--- src/rtl/aes_uart_pkg.sv ---
// Shared types and constants for the AES block to UART byte-stream path.
// Byte 0 of a block is its most significant byte.
package aes_uart_pkg;

   localparam int unsigned BYTE_W               = 8;
   localparam int unsigned NUM_BYTES_DEFAULT    = 16;
   localparam int unsigned TIMEOUT_CLKS_DEFAULT = 8192;

   typedef enum logic [1:0] {
      IDLE      = 2'd0,
      SEND      = 2'd1,
      WAIT_DONE = 2'd2,
      FINISH    = 2'd3
   } state_t;

   // LSB position of byte idx inside a num_bytes-wide block (MSB-first order)
   function automatic int unsigned byte_lsb(input int unsigned num_bytes,
                                            input int unsigned idx);
      return BYTE_W * (num_bytes - 1 - idx);
   endfunction

endpackage

--- src/rtl/uart_block_sender_if.sv ---
// Block handshake plus UART transmitter start/done signals of the block sender.
// master is the sender side, slave is the upstream/transmitter side.
interface uart_block_sender_if
   import aes_uart_pkg::*;
#(
   parameter int unsigned NUM_BYTES = NUM_BYTES_DEFAULT
) ();

   logic                          block_valid;
   logic [BYTE_W*NUM_BYTES-1:0]   block_data;
   logic                          block_ready;
   logic                          tx_drive;
   logic [BYTE_W-1:0]             tx_byte_in;
   logic                          tx_done;
   logic                          busy;
   logic                          block_sent;
   logic                          timeout_err;

   modport master (
      input  block_valid, block_data, tx_done,
      output block_ready, tx_drive, tx_byte_in, busy, block_sent, timeout_err
   );

   modport slave (
      output block_valid, block_data, tx_done,
      input  block_ready, tx_drive, tx_byte_in, busy, block_sent, timeout_err
   );

endinterface

--- src/rtl/byte_timeout_timer.sv ---
// Per-byte watchdog: counts enabled cycles since the last clear and flags
// when the count reaches TIMEOUT_CLKS-1. Saturates instead of wrapping.
module byte_timeout_timer #(
   parameter int unsigned TIMEOUT_CLKS = 8192
) (
   input  logic clk,
   input  logic reset,
   input  logic clear,
   input  logic enable,
   output logic expired
);

   localparam int unsigned       CNT_W = $clog2(TIMEOUT_CLKS) + 1;
   localparam logic [CNT_W-1:0]  LIMIT = CNT_W'(TIMEOUT_CLKS - 1);
   localparam logic [CNT_W-1:0]  SAT   = CNT_W'(TIMEOUT_CLKS);

   logic [CNT_W-1:0] count;
   logic [CNT_W-1:0] count_n;

   always_comb begin
      count_n = count;
      if (clear) begin
         count_n = '0;
      end else if (enable && (count != SAT)) begin
         count_n = count + CNT_W'(1);
      end
   end

   // expired is registered alongside the count so it never lags it
   always_ff @(posedge clk or posedge reset) begin
      if (reset) begin
         count   <= '0;
         expired <= (LIMIT == CNT_W'(0));
      end else begin
         count   <= count_n;
         expired <= (count_n == LIMIT);
      end
   end

endmodule

--- src/rtl/uart_block_sender.sv ---
// Streams a NUM_BYTES block to a byte-wide UART transmitter, byte 0 first,
// one byte per tx_drive/tx_done handshake, aborting if tx_done never comes.
module uart_block_sender
   import aes_uart_pkg::*;
#(
   parameter int unsigned NUM_BYTES    = NUM_BYTES_DEFAULT,
   parameter int unsigned TIMEOUT_CLKS = TIMEOUT_CLKS_DEFAULT
) (
   input  logic                clk,
   input  logic                reset,
   uart_block_sender_if.master bus
);

   localparam int unsigned BLOCK_W = BYTE_W * NUM_BYTES;
   localparam int unsigned IDX_W   = (NUM_BYTES > 1) ? $clog2(NUM_BYTES) : 1;

   state_t             state;
   state_t             state_n;
   logic [BLOCK_W-1:0] shreg;
   logic [IDX_W-1:0]   byte_idx;
   logic               last_byte;
   logic               accept;
   logic               done;
   logic               timed_out;
   logic               timer_clear;
   logic               timer_en;
   logic               timer_expired;

   assign last_byte = (byte_idx == IDX_W'(NUM_BYTES - 1));

   // Timer runs from the tx_drive cycle, so expiry is measured from the start request
   byte_timeout_timer #(
      .TIMEOUT_CLKS (TIMEOUT_CLKS)
   ) u_timer (
      .clk     (clk),
      .reset   (reset),
      .clear   (timer_clear),
      .enable  (timer_en),
      .expired (timer_expired)
   );

   always_ff @(posedge clk or posedge reset) begin
      if (reset) begin
         state <= IDLE;
      end else begin
         state <= state_n;
      end
   end

   // Next-state logic; tx_done outside WAIT_DONE falls through untouched
   always_comb begin
      state_n     = state;
      accept      = 1'b0;
      done        = 1'b0;
      timed_out   = 1'b0;
      timer_en    = 1'b0;
      timer_clear = 1'b0;
      case (state)
         IDLE: begin
            if (bus.block_valid) begin
               accept  = 1'b1;
               state_n = SEND;
            end
         end
         SEND: begin
            timer_en = 1'b1;
            state_n  = WAIT_DONE;
         end
         WAIT_DONE: begin
            timer_en = 1'b1;
            if (bus.tx_done) begin
               done    = 1'b1;
               state_n = last_byte ? FINISH : SEND;
            end else if (timer_expired) begin
               timed_out = 1'b1;
               state_n   = IDLE;
            end
         end
         FINISH: begin
            state_n = IDLE;
         end
         default: begin
            state_n = IDLE;
         end
      endcase
      timer_clear = accept || done || (state_n == IDLE);
   end

   // Outputs are registered from the next state so they line up with it
   always_ff @(posedge clk or posedge reset) begin
      if (reset) begin
         shreg           <= '0;
         byte_idx        <= '0;
         bus.tx_drive    <= 1'b0;
         bus.tx_byte_in  <= '0;
         bus.busy        <= 1'b0;
         bus.block_ready <= 1'b1;
         bus.block_sent  <= 1'b0;
         bus.timeout_err <= 1'b0;
      end else begin
         bus.tx_drive    <= (state_n == SEND);
         bus.busy        <= (state_n != IDLE);
         bus.block_ready <= (state_n == IDLE);
         bus.block_sent  <= (state_n == FINISH);
         bus.timeout_err <= timed_out;
         if (accept) begin
            shreg          <= bus.block_data;
            byte_idx       <= '0;
            bus.tx_byte_in <= bus.block_data[byte_lsb(NUM_BYTES, 0) +: BYTE_W];
         end else if (done) begin
            shreg    <= shreg << BYTE_W;
            byte_idx <= byte_idx + IDX_W'(1);
            if (!last_byte) begin
               bus.tx_byte_in <= shreg[byte_lsb(NUM_BYTES, 1) +: BYTE_W];
            end
         end else if (state_n == IDLE) begin
            byte_idx <= '0;
         end
      end
   end

endmodule

--- src/flat_wrapper.sv ---
// flat-port wrapper written by rule: the top's interface ports become plain ports
module uart_block_sender_flat import aes_uart_pkg::*;
#(
   parameter int unsigned NUM_BYTES    = NUM_BYTES_DEFAULT,
   parameter int unsigned TIMEOUT_CLKS = TIMEOUT_CLKS_DEFAULT
)
  (clk, reset, bus_block_valid, bus_block_data, bus_tx_done, bus_block_ready, bus_tx_drive, bus_tx_byte_in, bus_busy, bus_block_sent, bus_timeout_err);
  uart_block_sender_if #(.NUM_BYTES(NUM_BYTES)) bus_i ();
  input  logic clk;
  input  logic reset;
  input wire logic [$bits(bus_i.block_valid)-1:0] bus_block_valid;
  input wire logic [$bits(bus_i.block_data)-1:0] bus_block_data;
  input wire logic [$bits(bus_i.tx_done)-1:0] bus_tx_done;
  output wire logic [$bits(bus_i.block_ready)-1:0] bus_block_ready;
  output wire logic [$bits(bus_i.tx_drive)-1:0] bus_tx_drive;
  output wire logic [$bits(bus_i.tx_byte_in)-1:0] bus_tx_byte_in;
  output wire logic [$bits(bus_i.busy)-1:0] bus_busy;
  output wire logic [$bits(bus_i.block_sent)-1:0] bus_block_sent;
  output wire logic [$bits(bus_i.timeout_err)-1:0] bus_timeout_err;
  assign bus_i.block_valid = bus_block_valid;
  assign bus_i.block_data = bus_block_data;
  assign bus_i.tx_done = bus_tx_done;
  assign bus_block_ready = bus_i.block_ready;
  assign bus_tx_drive = bus_i.tx_drive;
  assign bus_tx_byte_in = bus_i.tx_byte_in;
  assign bus_busy = bus_i.busy;
  assign bus_block_sent = bus_i.block_sent;
  assign bus_timeout_err = bus_i.timeout_err;
  uart_block_sender #(.NUM_BYTES(NUM_BYTES), .TIMEOUT_CLKS(TIMEOUT_CLKS)) u_core (.clk(clk), .reset(reset), .bus(bus_i));
endmodule
--- config.mk ---
export PLATFORM = sky130hd
export DESIGN_NAME = uart_block_sender_flat
export DESIGN_NICKNAME = d
export VERILOG_FILES = /design/src/rtl/aes_uart_pkg.sv /design/src/rtl/uart_block_sender_if.sv /design/src/rtl/byte_timeout_timer.sv /design/src/rtl/uart_block_sender.sv /design/src/flat_wrapper.sv
export SDC_FILE = /design/constraint.sdc
export NUM_CORES = 1
export LEC_CHECK = 0
export BUFFER_PORTS_ARGS = -buffer_cell sky130_fd_sc_hd__buf_2
export CORE_MARGIN = 5
export CORE_UTILIZATION = 30
export DETAILED_ROUTE_END_ITERATION = 12
export SLEW_MARGIN = 20
export SYNTH_ARGS = -nofsm -noshare
export SYNTH_HDL_FRONTEND = slang
export SYNTH_SLANG_ARGS = --single-unit
--- constraint.sdc ---
create_clock -name clk -period 6.9 [get_ports clk]
set_input_delay 1.035 -clock clk [delete_from_list [all_inputs] [get_ports clk]]
set_output_delay 1.035 -clock clk [all_outputs]
set_load 0.05 [all_outputs]
==> impl_metrics.ini <==
[run_status]
status = complete, no violations

[drt]
drc = 0
wl_per_cell_um = 15.2
drtPass1Iterations = 6
vias = 6213
post_drt_via_cell_ratio = 4.90
drt_iter0_drc = 497
wl_mm = 19.3
ant_nets = 0

[place]
dp_hpwl_mm = 12.7
dp.cells = 1234
place.gp.congestion = 0.798
io_buffers = 144

[sta]
fin_crit_sh = 0.401
rsz0062_at_grt = no
slew_viol_final = 0
slew_headroom = 0.330
hold_viol_final = 0
tns_ns = 0
clock_skew_ns = 0.0121
fin_crit_ns = 2.76
tightest_slew_ns = 1.00
setup_viol = 0
hold_slack_ns = 0.473
max_freq_mhz = 362

[power]
vdd_ir_drop_max_v = 0.000150
p_leak_nw = 4.11
powerDensity_nw_per_um2 = 454
total_power_w = 0.00398

[critical_path]
critPathArrivalTime_ns = 3.10
setup.worst_path.class = register to register
end_kind = register
cp_max_fo = 19
crit_required_ns = 7.23
cp-start-kind = register
ff2ff_path_depth = 6

[die]
dieArea_um2 = 26900
core-area_um2 = 23400
fp.dieH_um = 164
rows = 56
initial_core_util = 0.304
dieWidth_um = 164
io_pins = 145

[finish]
drive_gt1_frac = 0.200
n_antenna_cell = 0
nNetsFinal = 1073
final_common_cell = nand2_1
area_growth_pct = 23.3
final_core_util = 0.375
fin_cells = 1267
final_cell_mix = nand2_1 (246), dfrtp_1 (153), buf_2 (144)

[yosys]
synth_nets = 962
synth.area.mux_share = 0.0169
ys_top_cells_by_area = dfrtp_1 (54%), nand2_1 (13%), a31oi_1 (9.9%)
synth_largest_area_cell = dfrtp_1
synth_compound_area_frac = 0.140
synth_area_um2 = 7110
async_flop_share = 1.00
synth_edf_count = 0
ys.flop_type = dfrtp_1
synthDistinctLibCells = 48
synthAdderAreaFrac = 0.0106
synth_xor_area_frac = 0.0148
synth_simple_gate_area_frac = 0.240
yosys.area.top_type_share = 0.538
seq_area_frac_synth = 0.542
synth_cells = 824
synth_top_family_by_area = simple AND/OR/NAND/NOR gates
yosysWarnings = 0
avgSynthCellArea_um2 = 8.63
synth-seq-cells = 154

[worst_hold_path]
whs_path_depth = 1
hp-class = register to register

[clock_tree]
cts_sinks = 154
tritoncts.num_buffers = 17
clockBufferDepth = 2
cts_tree = built
htreeDepth = 4
holdBufCountCts = 0
clkTransAtPathRegs_ns = 0.06
clock_latency_ns = 0.42
post_cts.repair.setup_buffers = 0
cts-root-buf = clkbuf_16
cts_resized = 0

[job]
drv_cap = 0

[global_route]
antenna_found_initial = 0
grt_pass1_vias = 6076
gr-total-overflow = 0
grt_pass1_wl_mm = 31.5
grt_max_degree = 118
grt_usage = 0.146
-- where the power goes --
group | leakage [nW] | internal, W | total [W] | switching [W]
sequential | 1.85 | 0.00133 | 0.00157 | 0.000243
clock | 0.320 | 0.000698 | 0.00108 | 0.000379
combinational | 1.94 | 0.000489 | 0.00134 | 0.000846
-- logic make-up after synthesis --
logic type | count (synthesis)
AND/OR/NAND/NOR | 419
flip-flops | 154
AO/OA/AOI/OAI | 154
multiplexers | 12
XOR/XNOR | 12
adder cells (fa/ha/maj) | 6
buffers and inverters | 67
-- path summary, 6_finish.rpt --
check                                   start                        to  slack [ns]
hold / removal             u_core.byte_idx[3]        u_core.byte_idx[3]        0.47
min in group asynchronous               reset  u_core.bus.tx_byte_in[2]        0.75
max in group asynchronous               reset          u_core.shreg[19]        4.92
setup reg to reg              u_core.state[1]  u_core.u_timer.count[10]        4.14
hold reg to reg            u_core.byte_idx[3]        u_core.byte_idx[3]        0.47
setup / recovery              u_core.state[1]  u_core.u_timer.count[10]        4.14
-- through the flow --
stage | area (µm²) | worst slack [ns]
final | 8770 | 4.14
after global routing | 8770 | 3.81
after CTS | 8740 | 4.15
after detailed placement | 8070 | 3.79
after global placement | 8070 | 3.88
after floorplan | 7110 | 1.72
-- Yosys cell counts, types with 2 or more instances --
cell	instances
a21oi_1	6
buf_1	2
mux2i_1	12
inv_1	9
o21ai_0	11
a2bb2oi_1	2
xor2_1	6
dfrtp_1	153
a22o_1	8
a31oi_1	113
nand3_1	4
nor4b_1	2
nand2_1	248
nand4_1	6
ha_1	6
buf_2	4
and2_1	2
clkbuf_1	52
xnor2_1	6
o31ai_1	3
nor3_1	3
nor2_1	133
and3_1	5
a2111oi_0	2
o21ai_1	2
nand4b_1	2
-- final cells by class --
type	count	area, µm²
Inverter	9	38.8
Sequential cell	154	3850
Clock buffer	21	460
Timing Repair Buffer	150	782
Tap cell	319	399
Multi-Input combinational cell	603	3020
Clock inverter	11	216
Fill cell	2447	14600
-- sequential cells by signal, summed over array words and instances, names as in the netlist --
register                flops
u_core.state                2
u_core.bus.tx_byte_in       8
u_core.u_timer.count       14
u_core.shreg              120
u_core.bus.block_ready      1
u_core.bus.block_sent       1
u_core.bus.tx_drive         1
u_core.u_timer.expired      1
u_core.bus.timeout_err      1
u_core.bus.busy             1
u_core.byte_idx             4
-- layer usage --
metal / track usage / wire [µm]
met5: 0 / 0
met4: 0.0423 / 210
met3: 0.0331 / 1150
met2: 0.216 / 8470
met1: 0.215 / 9440
-- critical path, stage by stage, from the launching register on --
cell and delay, ns:
dfrtp_1 0.43, inv_1 0.08, ha_1 0.23, and2_1 0.47, nor2_1 0.80, nand2_1 0.44, nor2_1 0.22
Power figures use the tool's default switching activity.
